`src/rtl/dispatch_sink.sv`:
```
`timescale 1ns/1ps
// dispatch_sink: serializes network timesteps and SNC/CLR commands into RUN/SPK/SNC/CLR packets.
// Define DISPATCH_SINK_RUN_COALESCE_EN to merge zero-vector timesteps into one RUN count.
module dispatch_sink #(
    parameter int NUM_OUT   = 8,
    parameter int RUN_WIDTH = 8,
    parameter int IDX_WIDTH = (NUM_OUT > 1) ? $clog2(NUM_OUT) : 1,
    parameter int PKT_WIDTH = 2 + ((IDX_WIDTH > RUN_WIDTH) ? IDX_WIDTH : RUN_WIDTH)
) (
    input  logic                 clk,
    input  logic                 rst,
    input  logic                 net_valid,
    output logic                 net_ready,
    input  logic [NUM_OUT-1:0]   net_out,
    input  logic                 cmd_valid,
    output logic                 cmd_ready,
    input  logic [1:0]           cmd_op,
    output logic                 pkt_valid,
    input  logic                 pkt_ready,
    output logic [PKT_WIDTH-1:0] pkt_data
);
    localparam int PL_WIDTH = PKT_WIDTH - 2;
    localparam logic [1:0] OP_RUN = 2'd0;
    localparam logic [1:0] OP_SPK = 2'd1;
    localparam logic [1:0] OP_SNC = 2'd2;
    localparam logic [1:0] OP_CLR = 2'd3;

    typedef enum logic [2:0] {IDLE, RUNF, SCAN, SYNC, CLEAR} state_t;

    state_t               state_reg, state_next;
    logic [NUM_OUT-1:0]   mask_reg, mask_next, mask_rest;
    logic                 snc_pend_reg, snc_pend_next;
    logic [IDX_WIDTH-1:0] low_idx;
    logic                 net_fire, cmd_fire;
`ifdef DISPATCH_SINK_RUN_COALESCE_EN
    logic [RUN_WIDTH-1:0] run_cnt_reg, run_cnt_next, run_inc;
    assign run_inc = run_cnt_reg + RUN_WIDTH'(1);
`endif

    // Commands take priority: a pending command masks timestep readiness.
    assign cmd_ready = (state_reg == IDLE) && !rst;
    assign net_ready = (state_reg == IDLE) && !rst && !cmd_valid;
    assign cmd_fire  = cmd_valid && cmd_ready;
    assign net_fire  = net_valid && net_ready;

    // Mask with its lowest set bit removed; zero means the current SPK is the last.
    assign mask_rest = mask_reg & (mask_reg - NUM_OUT'(1));

    always_comb begin
        low_idx = '0;
        for (int i = NUM_OUT - 1; i >= 0; i--) begin
            if (mask_reg[i]) low_idx = IDX_WIDTH'(i);
        end
    end

    always_ff @(posedge clk) begin
        if (rst) begin
            state_reg    <= IDLE;
            mask_reg     <= '0;
            snc_pend_reg <= 1'b0;
`ifdef DISPATCH_SINK_RUN_COALESCE_EN
            run_cnt_reg  <= '0;
`endif
        end else begin
            state_reg    <= state_next;
            mask_reg     <= mask_next;
            snc_pend_reg <= snc_pend_next;
`ifdef DISPATCH_SINK_RUN_COALESCE_EN
            run_cnt_reg  <= run_cnt_next;
`endif
        end
    end

    always_comb begin
        state_next    = state_reg;
        mask_next     = mask_reg;
        snc_pend_next = snc_pend_reg;
`ifdef DISPATCH_SINK_RUN_COALESCE_EN
        run_cnt_next  = run_cnt_reg;
`endif
        case (state_reg)
            IDLE: begin
                if (cmd_fire) begin
                    case (cmd_op)
                        OP_SNC: begin
`ifdef DISPATCH_SINK_RUN_COALESCE_EN
                            // Flush the pending count first so the host sees it before the sync.
                            if (run_cnt_reg != '0) begin
                                snc_pend_next = 1'b1;
                                state_next    = RUNF;
                            end else begin
                                state_next    = SYNC;
                            end
`else
                            state_next = SYNC;
`endif
                        end
                        OP_CLR: begin
`ifdef DISPATCH_SINK_RUN_COALESCE_EN
                            run_cnt_next = '0;
`endif
                            state_next = CLEAR;
                        end
                        default: ;
                    endcase
                end else if (net_fire) begin
`ifdef DISPATCH_SINK_RUN_COALESCE_EN
                    // run_cnt holds the RUN payload while in RUNF; it never exceeds the all-ones flush value.
                    run_cnt_next = run_inc;
                    if (net_out != '0) begin
                        mask_next  = net_out;
                        state_next = RUNF;
                    end else if (run_inc == '1) begin
                        state_next = RUNF;
                    end
`else
                    mask_next  = net_out;
                    state_next = RUNF;
`endif
                end
            end
            RUNF: begin
                if (pkt_ready) begin
`ifdef DISPATCH_SINK_RUN_COALESCE_EN
                    run_cnt_next = '0;
`endif
                    if (mask_reg != '0)   state_next = SCAN;
                    else if (snc_pend_reg) state_next = SYNC;
                    else                   state_next = IDLE;
                end
            end
            SCAN: begin
                if (pkt_ready) begin
                    mask_next = mask_rest;
                    if (mask_rest == '0) state_next = IDLE;
                end
            end
            SYNC: begin
                if (pkt_ready) begin
                    snc_pend_next = 1'b0;
                    state_next    = IDLE;
                end
            end
            CLEAR: begin
                if (pkt_ready) state_next = IDLE;
            end
            default: state_next = IDLE;
        endcase
    end

    always_comb begin
        pkt_valid = 1'b0;
        pkt_data  = '0;
        case (state_reg)
            RUNF: begin
                pkt_valid = 1'b1;
`ifdef DISPATCH_SINK_RUN_COALESCE_EN
                pkt_data  = {OP_RUN, PL_WIDTH'(run_cnt_reg)};
`else
                pkt_data  = {OP_RUN, PL_WIDTH'(1)};
`endif
            end
            SCAN: begin
                pkt_valid = 1'b1;
                pkt_data  = {OP_SPK, PL_WIDTH'(low_idx)};
            end
            SYNC: begin
                pkt_valid = 1'b1;
                pkt_data  = {OP_SNC, PL_WIDTH'(0)};
            end
            CLEAR: begin
                pkt_valid = 1'b1;
                pkt_data  = {OP_CLR, PL_WIDTH'(0)};
            end
            default: ;
        endcase
    end
endmodule

```
`config.mk`:
```
export PLATFORM = sky130hd
export DESIGN_NAME = dispatch_sink
export DESIGN_NICKNAME = d
export VERILOG_FILES = /design/src/rtl/dispatch_sink.sv
export SDC_FILE = /design/constraint.sdc
export NUM_CORES = 1
export LEC_CHECK = 0
export ABC_CLOCK_PERIOD_IN_PS = 3600
export BUFFER_PORTS_ARGS = -buffer_cell sky130_fd_sc_hd__buf_2
export CAP_MARGIN = 0
export CORE_MARGIN = 2
export CORE_UTILIZATION = 52
export DETAILED_ROUTE_END_ITERATION = 8
export PLACE_DENSITY = 0.81
export SLEW_MARGIN = 5
export SYNTH_ARGS = -nofsm -noshare
export SYNTH_HDL_FRONTEND = slang
export SYNTH_SLANG_ARGS = --single-unit
export TNS_END_PERCENT = 30
```
`constraint.sdc`:
```
create_clock -name clk -period 3.6 [get_ports clk]
set_clock_uncertainty 0.2 [all_clocks]
set_input_delay 0.18 -clock clk [delete_from_list [all_inputs] [get_ports clk]]
set_output_delay 0.18 -clock clk [all_outputs]
set_load 0.01 [all_outputs]
```
==> impl_metrics.tcl, run 1 <==
set metrics [dict create \
    power_density_nw_per_um2 340.2 \
    drc 0 \
    finalSetupTns_ns 0 \
    worstSetupPathType "reg2out" \
    final_area_sq_um 998.5 \
    syn_inst 110 \
    ir_drop_uv 158.0 \
    critical_path.startpoint "state_reg[2]" \
    cts_buffers 3 \
    wl_per_cell_um 12.87 \
    placed_area_sq_um 892.1 \
    n_antenna_cell 0 \
    hp-start "cmd_op[1]" \
    num_rows 14 \
    yosysWarnings 0 \
    via_count 909 \
    cts_tree "built" \
    total_leakage_power_uw 0.0003870 \
    dieArea_sq_um 1933 \
    fillers 141 \
    ys.flop_type "dfxtp_1" \
    crit-reg2reg-launch "state_reg[1]" \
    initial_core_util 0.5515 \
    core_area_sq_um 1506 \
    dr.first_iter.drc_count 29 \
    min-delay-path-class "in2reg" \
    cp.arrival_ns 1.64 \
    cts-hold-fix-buffers 8 \
    drive_above_1_share 0.2482 \
    vias_per_cell 5.941 \
    cts_max_level 1 \
    hold_depth 3 \
    max_freq_ghz 0.4962 \
    grt_max_degree 14 \
    critPathCaptureType "output port" \
    status "finished clean" \
    clk_pin_slew_ns 0.07 \
    cts_setup_buffers 0 \
    register_area_sq_um 220.2 \
    cp_max_fo 10 \
    synth_edf_count 0 \
    grt_pass1_vias 772 \
    max-cap-violations 0 \
    drv_slew 0 \
    largest_reg_flops 8 \
    die_w_um 43.97 \
    place_congestion 0.8029 \
    final_common_cell "buf_2" \
    yosysSeqAreaShare 0.2651 \
    fin_crit_sh 0.5598 \
    port_buffers 22 \
    first_pass_iters 4 \
    nets 153 \
    finalSetupViolCount 0 \
    pre_cts_slack_ns 1.724 \
    globalRoute.totalOverflow 0 \
    timing.critical_path.from_type "register" \
    cts_resized 0 \
    clk_latency_ns 0.27 \
    hold_ws_ns 0.005081 \
    antenna_found_initial 0 \
    ctsRootBufferMaster "clkbuf_4" \
    clockBufferDepth 2 \
    grt_pass1_wl_mm 3.318 \
    die_h_um 43.97 \
    syn_area_sq_um 830.8 \
    multiInputGateArea_sq_um 526.8 \
    grt_usage 0.2236 \
    drtAntennaViolNets 0 \
    r2r.worst_path.cells 5 \
    synth_area_per_cell_sq_um 7.553 \
    required_ns 3.22 \
    synthToLayoutAreaGrowth_pct 20.18 \
    final_cell_mix "22 x buf_2, 11 x nor2_1, 11 x o21ai_0, 11 x dfxtp_1" \
    cts.sinks 11 \
    ys_ff_latch 11 \
    finalCriticalPeriod_ns 2.015 \
    drt-total-wl_mm 1.969 \
    ioPinCount 28 \
    dp_hpwl_mm 1.389 \
    synth.distinct_cells 40 \
    hold_violations 0 \
    setup_ws_ns 1.585 \
    async_flop_share 0 \
    grt_setup_unrepaired "false" \
]
metrics by stage:
step / total power (uW) / utilization / instances
final: 339.6 / 0.6628 / 153
after global routing: 364.2 / 0.6628 / 153
after CTS: 340.4 / 0.6628 / 153
after detailed placement: 247.6 / 0.5922 / 141
after global placement: 245.1 / 0.5922 / 141
after floorplan: 228.1 / - / 114
synthesized netlist by cell type, drive strengths merged (2+ instances only):
library cell | count | area share
dfxtp | 11 | 0.27
nor3 | 6 | 0.050
a22oi | 6 | 0.054
o21bai | 2 | 0.018
nand2b | 3 | 0.023
xnor2 | 2 | 0.021
o21ai | 14 | 0.084
nor2 | 12 | 0.057
nand2 | 9 | 0.044
a31oi | 2 | 0.015
a211oi | 2 | 0.018
buf | 9 | 0.086
nand3 | 2 | 0.012
a21oi | 6 | 0.041
inv | 4 | 0.018
nor4 | 4 | 0.045
final timing paths:
check	end	slack, ns
max	pkt_data[0]	1.58
min reg2reg	mask_reg[0]	0.38
min	state_reg[2]	0.005
max reg2reg	mask_reg[7]	1.66
logic make-up (layout without fill, tap and decap cells):
logic type / after synthesis / after routing / synth area share
AO/OA/AOI/OAI: 36 / 36 / 0.2711
XOR/XNOR: 2 / 2 / 0.02109
adder cells (fa/ha/maj): 1 / 1 / 0.01205
buffers and inverters: 15 / 38 / 0.1190
flip-flops: 11 / 11 / 0.2651
other: 1 / 5 / 0.004514
AND/OR/NAND/NOR: 44 / 44 / 0.3073
per-layer routing:
layer / track usage / part of all wire / vias to the layer above
li1: - / - / 446
met1: 0.3106 / 0.42 / 409
met2: 0.3412 / 0.48 / 50
met3: 0.04167 / 0.086 / 4
met4: 0.08485 / 0.0076 / 0
met5: 0 / 0 / -
power by group:
part / internal, uW / total (uW) / leakage (uW) / switching, uW
clock: 42.8 / 86.5 / 0.0000150 / 43.6
sequential: 129 / 146 / 0.0000894 / 17.2
combinational: 50.2 / 107 / 0.000283 / 56.9
total: 222 / 340 / 0.000387 / 118
layout make-up:
| cell class | instances | share of cell area |
|---|---|---|
| clock buffer | 4 | 0.02632 |
| inverter | 4 | 0.01504 |
| sequential | 11 | 0.2206 |
| multi-input combinational | 88 | 0.5276 |
| tap | 16 | 0.02005 |
| timing repair buffer | 30 | 0.1905 |
worst max-delay path: stages, from the launching register on:
cell and delay (ns):
dfxtp_1 0.43, nor2_2 0.31, nand2_2 0.18, o31ai_1 0.28, buf_2 0.17
Power figures use the tool's default switching activity.
==> run 2: changes to the inputs <==
--- a/config.mk
+++ b/config.mk
@@ -5,13 +5,13 @@
 export SDC_FILE = /design/constraint.sdc
 export NUM_CORES = 1
 export LEC_CHECK = 0
-export ABC_CLOCK_PERIOD_IN_PS = 3600
+export ABC_CLOCK_PERIOD_IN_PS = 1700
 export BUFFER_PORTS_ARGS = -buffer_cell sky130_fd_sc_hd__buf_2
 export CAP_MARGIN = 0
 export CORE_MARGIN = 2
-export CORE_UTILIZATION = 52
+export CORE_UTILIZATION = 44
 export DETAILED_ROUTE_END_ITERATION = 8
-export PLACE_DENSITY = 0.81
+export PLACE_DENSITY = 0.73
 export SLEW_MARGIN = 5
 export SYNTH_ARGS = -nofsm -noshare
 export SYNTH_HDL_FRONTEND = slang
==> constraint.sdc (replaced) <==
create_clock -name clk -period 1.7 [get_ports clk]
set_clock_uncertainty 0.2 [all_clocks]
set_input_delay 0.085 -clock clk [delete_from_list [all_inputs] [get_ports clk]]
set_output_delay 0.085 -clock clk [all_outputs]
set_load 0.01 [all_outputs]
==> run 2 against run 1 <==
Against the previous run:
- the run now ends with negative hold slack, negative setup slack left
- highest routed layer unchanged
- sequential power increased by 100%
- critical path depth unchanged
- utilization increased by 6.6 points
- clock power increased by 120%
- global-route usage increased by 2.6 points
- worst setup slack got worse by 1.7 ns
- cell count increased by 20%
- via count increased by 12%
- largest cell class unchanged
==> impl_metrics.tcl, run 2 (synthesis results as in run 1) <==
set metrics [dict create \
    grt_pass1_wl_mm 3.884 \
    final_util 0.7283 \
    n_antenna_cell 0 \
    cp.arrival_ns 1.55 \
    ir_drop_uv 591.2 \
    cts.sinks 11 \
    vias_per_cell 5.511 \
    grt_pass1_vias 849 \
    core_area_sq_um 1745 \
    drv_slew 0 \
    drc 0 \
    ctsRootBufferMaster "clkbuf_4" \
    path_cells "or4_4 > buf_6 > nor3_2 > buf_2" \
    dr.first_iter.drc_count 28 \
    hold_violations 1 \
    placed_area_sq_um 1026 \
    hold_depth 3 \
    port_buffers 22 \
    num_rows 15 \
    r2r.worst_path.cells 6 \
    drive_above_1_share 0.4088 \
    pre_cts_slack_ns -0.08356 \
    place_congestion 0.8144 \
    hp-start "cmd_valid" \
    initial_core_util 0.4760 \
    status "finished with violations" \
    wl_per_cell_um 13.43 \
    hold_ws_ns -0.004241 \
    use_met1 0.3118 \
    nets 175 \
    final_area_sq_um 1271 \
    finalSetupViolCount 7 \
    cts_tree "built" \
    fin_crit_sh 1.081 \
    dp_hpwl_mm 1.637 \
    min-delay-path-class "in2reg" \
    grt_setup_unrepaired "true" \
    slowest_delay_ns 0.58 \
    grt_usage 0.2492 \
    antenna_found_initial 0 \
    fillers 136 \
    timing.critical_path.from_type "register" \
    critPathCaptureType "output port" \
    r2r_end "mask_reg[7]" \
    cts_buffers 3 \
    max_freq_ghz 0.5443 \
    clk_pin_slew_ns 0.07 \
    required_ns 1.41 \
    total_leakage_power_uw 0.0005279 \
    max-cap-violations 0 \
    ioPinCount 28 \
    first_pass_iters 4 \
    finalCriticalPeriod_ns 1.837 \
    use_met3 0.03396 \
    drt-total-wl_mm 2.472 \
    stdcell_count 184 \
    final_common_cell "buf_2" \
    largest_reg_flops 8 \
    power_density_nw_per_um2 655.8 \
    hold_end "state_reg[1]" \
    worstSetupPathType "reg2out" \
    crit_family "simple AND/OR/NAND/NOR gates" \
    grt_max_degree 13 \
    grt_most_used_layer "met2" \
    die_w_um 47.46 \
    path_buf_inv 2 \
    cp_max_fo 4 \
    cts_max_level 1 \
    via_count 1014 \
    crit-reg2reg-launch "mask_reg[1]" \
    dieArea_sq_um 2252 \
    place_inst 164 \
    clockBufferDepth 2 \
    grtUsageMet2 0.4189 \
    globalRoute.totalOverflow 0 \
    drtAntennaViolNets 0 \
    die_h_um 47.46 \
    regToRegSetupSlack_ns -0.12 \
    synthToLayoutAreaGrowth_pct 53.01 \
    final_cell_mix "22 x buf_2, 13 x dlygate4sd3_1, 13 x buf_4, 10 x nor2_1" \
    p_total_uw 833.7 \
    setup_ws_ns -0.1373 \
    clk_latency_ns 0.28 \
    crit_slowest_cell "or4_4" \
    violations "negative hold slack, negative setup slack" \
]
-- run 2: changes by cell type in the layout (fill, tap and decap cells not counted), sizes merged --
| cell | previous run | this run |
|---|---|---|
| buf | 22 | 38 |
| dlygate4sd3 | 8 | 13 |
| dlymetal6s4s | 0 | 1 |
-- run 2: how the worst max path moves through the flow --
stage / cells after the start / endpoint / from / slack, ns
after floorplan: 6 / state_reg[1] / mask_reg[3] / -0.1
after global placement: 5 / state_reg[1] / mask_reg[3] / -0.05
after detailed placement: 5 / state_reg[1] / mask_reg[3] / -0.08
after CTS: 4 / pkt_data[2] / mask_reg[1] / -0.13
after global routing: 6 / mask_reg[7] / mask_reg[1] / -0.23
final: 4 / pkt_data[2] / mask_reg[1] / -0.14
-- run 2: metal layers --
layer / part of all wire / wire length (um) / vias up
li1: - / - / 494
met1: 0.42 / 1037 / 475
met2: 0.51 / 1265 / 40
met3: 0.049 / 121 / 5
met4: 0.019 / 46 / 0
met5: 0 / 0 / -
-- run 2: report_power, final --
group	total (uW)	internal [uW]	leakage (uW)	switching [uW]
clock	186	91.2	0.0000150	95.2
sequential	297	275	0.0000922	21.6
combinational	351	177	0.000421	174
-- run 2: layout make-up --
cell class	instances	area, sq um	area share
Inverter	4	15.01	0.01181
Multi-Input combinational cell	88	586.8	0.4616
Tap cell	25	31.28	0.02461
Clock buffer	4	26.28	0.02067
Timing Repair Buffer	52	384.1	0.3022
Sequential cell	11	227.7	0.1791
-- run 2: per-stage QoR --
stage	hold slack, ns	setup TNS [ns]
floorplan	0.01251	-0.1866
global placement	0.1360	-0.07349
detailed placement	0.1332	-0.1234
CTS	0.002112	-0.5077
global route	0.004520	-1.230
finish	-0.004241	-0.5608
-- run 2: worst min-delay path: stages --
cell,delay (ns)
buf_2,0.13
a31oi_1,0.13
a211oi_1,0.09
-- run 2: repair_timing --
item / CTS / global route
hold buffers: 14 / 0
endpoints found under the setup margin: 7 / 15
gates resized for setup: 10 / 9
endpoints found under the hold margin: 10 / 0
buffers inserted: 2 / 0
pin swaps: 3 / 2
==> run 3: changes to the inputs <==
--- a/config.mk
+++ b/config.mk
@@ -12,6 +12,7 @@
 export CORE_UTILIZATION = 44
 export DETAILED_ROUTE_END_ITERATION = 8
 export PLACE_DENSITY = 0.73
+export SETUP_SLACK_MARGIN = 0.4
 export SLEW_MARGIN = 5
 export SYNTH_ARGS = -nofsm -noshare
 export SYNTH_HDL_FRONTEND = slang
==> run 3 against run 2 <==
Against the previous run:
- sequential share of layout area down 0.49 points
- largest power group unchanged
- critical endpoint is now state_reg[1]
- cell area up 10%
- first-iteration DRC count down 29%
- the run still ends with negative hold slack, negative setup slack left
- clock power up 5%
==> impl_metrics.tcl, run 3 (synthesis results as in run 1) <==
set metrics [dict create \
    ioPinCount 28 \
    initial_core_util 0.4760 \
    crit-reg2reg-launch "mask_reg[1]" \
    ir_drop_uv 485.3 \
    hold_ws_ns -0.0005233 \
    worst_pin_slew_ns 0.5272 \
    dp_hpwl_mm 1.734 \
    regToRegSetupSlack_ns -0.15 \
    finalCriticalPeriod_ns 1.847 \
    cts_max_level 1 \
    seqPwrFrac 0.325 \
    n_antenna_cell 0 \
    drive_above_1_share 0.4759 \
    first_pass_iters 4 \
    grt_usage 0.2753 \
    total_leakage_power_uw 0.0005711 \
    finalSetupTns_ns -0.5415 \
    drv_slew 0 \
    grt_pass1_wl_mm 4.264 \
    path_cells "or4_4 > buf_12 > nor3_4 > a21oi_1 > a31oi_1 > a211oi_1" \
    max_freq_ghz 0.5414 \
    register_area_sq_um 244.0 \
    slowest_delay_ns 0.57 \
    finalSetupViolCount 6 \
    p_clk_frac 0.216 \
    drc 0 \
    final_common_cell "buf_2" \
    largest_reg_flops 8 \
    final_area_sq_um 1400 \
    dieArea_sq_um 2252 \
    core_area_sq_um 1745 \
    clk_latency_ns 0.29 \
    r2r.worst_path.cells 6 \
    min-delay-path-class "in2reg" \
    dr.first_iter.drc_count 20 \
    clockBufferDepth 2 \
    r2r_end "state_reg[1]" \
    cp_max_fo 4 \
    crit_slowest_cell "or4_4" \
    place_congestion 0.8745 \
    die_w_um 47.46 \
    cts_buffers 3 \
    final_cell_mix "21 x buf_2, 20 x buf_4, 12 x dlygate4sd3_1, 10 x nor2_1" \
    grt_pass1_vias 945 \
    power_frac_comb 0.459 \
    wl_per_cell_um 15.23 \
    drtAntennaViolNets 0 \
    intPower_uw 582.3 \
    synthToLayoutAreaGrowth_pct 68.52 \
    antenna_found_initial 0 \
    globalRoute.totalOverflow 0 \
    hold_violations 1 \
    cp.arrival_ns 1.82 \
    fillers 122 \
    switchingPower_uw 327.2 \
    violations "negative hold slack, negative setup slack" \
    drt-total-wl_mm 2.908 \
    critPathCaptureType "register" \
    power.share.switching 0.3598 \
    clk_pin_slew_ns 0.08 \
    die_h_um 47.46 \
    hold_depth 3 \
    power_density_nw_per_um2 649.7 \
    placed_area_sq_um 1046 \
    num_rows 15 \
    hp-start "rst" \
    vias_per_cell 5.529 \
    worstSetupPathType "reg2reg" \
    cts_tree "built" \
    status "finished with violations" \
    max-cap-violations 0 \
    hold_end "mask_reg[3]" \
    via_count 1056 \
    fin_crit_sh 1.086 \
    port_buffers 22 \
    timing.critical_path.from_type "register" \
    grt_max_degree 13 \
    grt_setup_unrepaired "true" \
    required_ns 1.67 \
    slew_headroom 0.6394 \
    cts.sinks 11 \
    multiInputGateArea_sq_um 623.1 \
    ctsRootBufferMaster "clkbuf_4" \
    nets 182 \
    setup_ws_ns -0.1470 \
]
run 3: worst max-delay path by stage:
| stage | from | to | cells past startpoint |
|---|---|---|---|
| floorplan | mask_reg[3] | state_reg[1] | 6 |
| global placement | mask_reg[3] | state_reg[1] | 5 |
| detailed placement | mask_reg[3] | state_reg[1] | 5 |
| CTS | mask_reg[1] | state_reg[1] | 6 |
| global route | mask_reg[1] | mask_reg[6] | 6 |
| finish | mask_reg[1] | state_reg[1] | 6 |
run 3: layer usage:
layer / routed length, um / part of all wire / global-route usage
met5: 0 / 0 / 0
met4: 57 / 0.020 / 0.1111
met3: 175 / 0.060 / 0.04151
met2: 1544 / 0.53 / 0.4595
met1: 1131 / 0.39 / 0.3550
run 3: final cells by class:
cell class	instances	area share
tap	25	0.02234
timing repair buffer	59	0.3289
clock buffer	4	0.01877
multi-input combinational	88	0.4450
inverter	4	0.01072
sequential	11	0.1743
run 3: stage by stage:
stage                     utilization  setup slack, ns  cells  power [uW]
after floorplan                     -         -0.09893    114       497.2
after global placement         0.5993         -0.04735    165       580.3
after detailed placement       0.5993         -0.09028    165       588.8
after CTS                      0.7692          -0.1193    189       868.0
after global routing           0.8022          -0.1972    191       949.7
final                          0.8022          -0.1470    191       909.6
run 3: power by group through the flow:
stage                     Sequential, uW  Clock (uW)  Combinational, uW
after floorplan                      296           0                201
after detailed placement             300           0                289
after CTS                            296         193                379
after global routing                 298         204                448
after global placement               299           0                281
final                                296         196                417
run 3: worst max-delay path, delay by kind of cell (launching register included):
kind	cells	cell delay [ns]
flip-flops	1	0.33
AO/OA/AOI/OAI	3	0.34
buffers and inverters	1	0.16
AND/OR/NAND/NOR	2	0.72
run 3: timing repair:
action	4_1_cts	5_1_grt
endpoints found under the setup margin	19	19
resized for setup	22	15
hold endpoints to repair	11	0
pin swaps	12	13
hold buffers	12	0
gates cloned	0	0
setup buffers	8	2
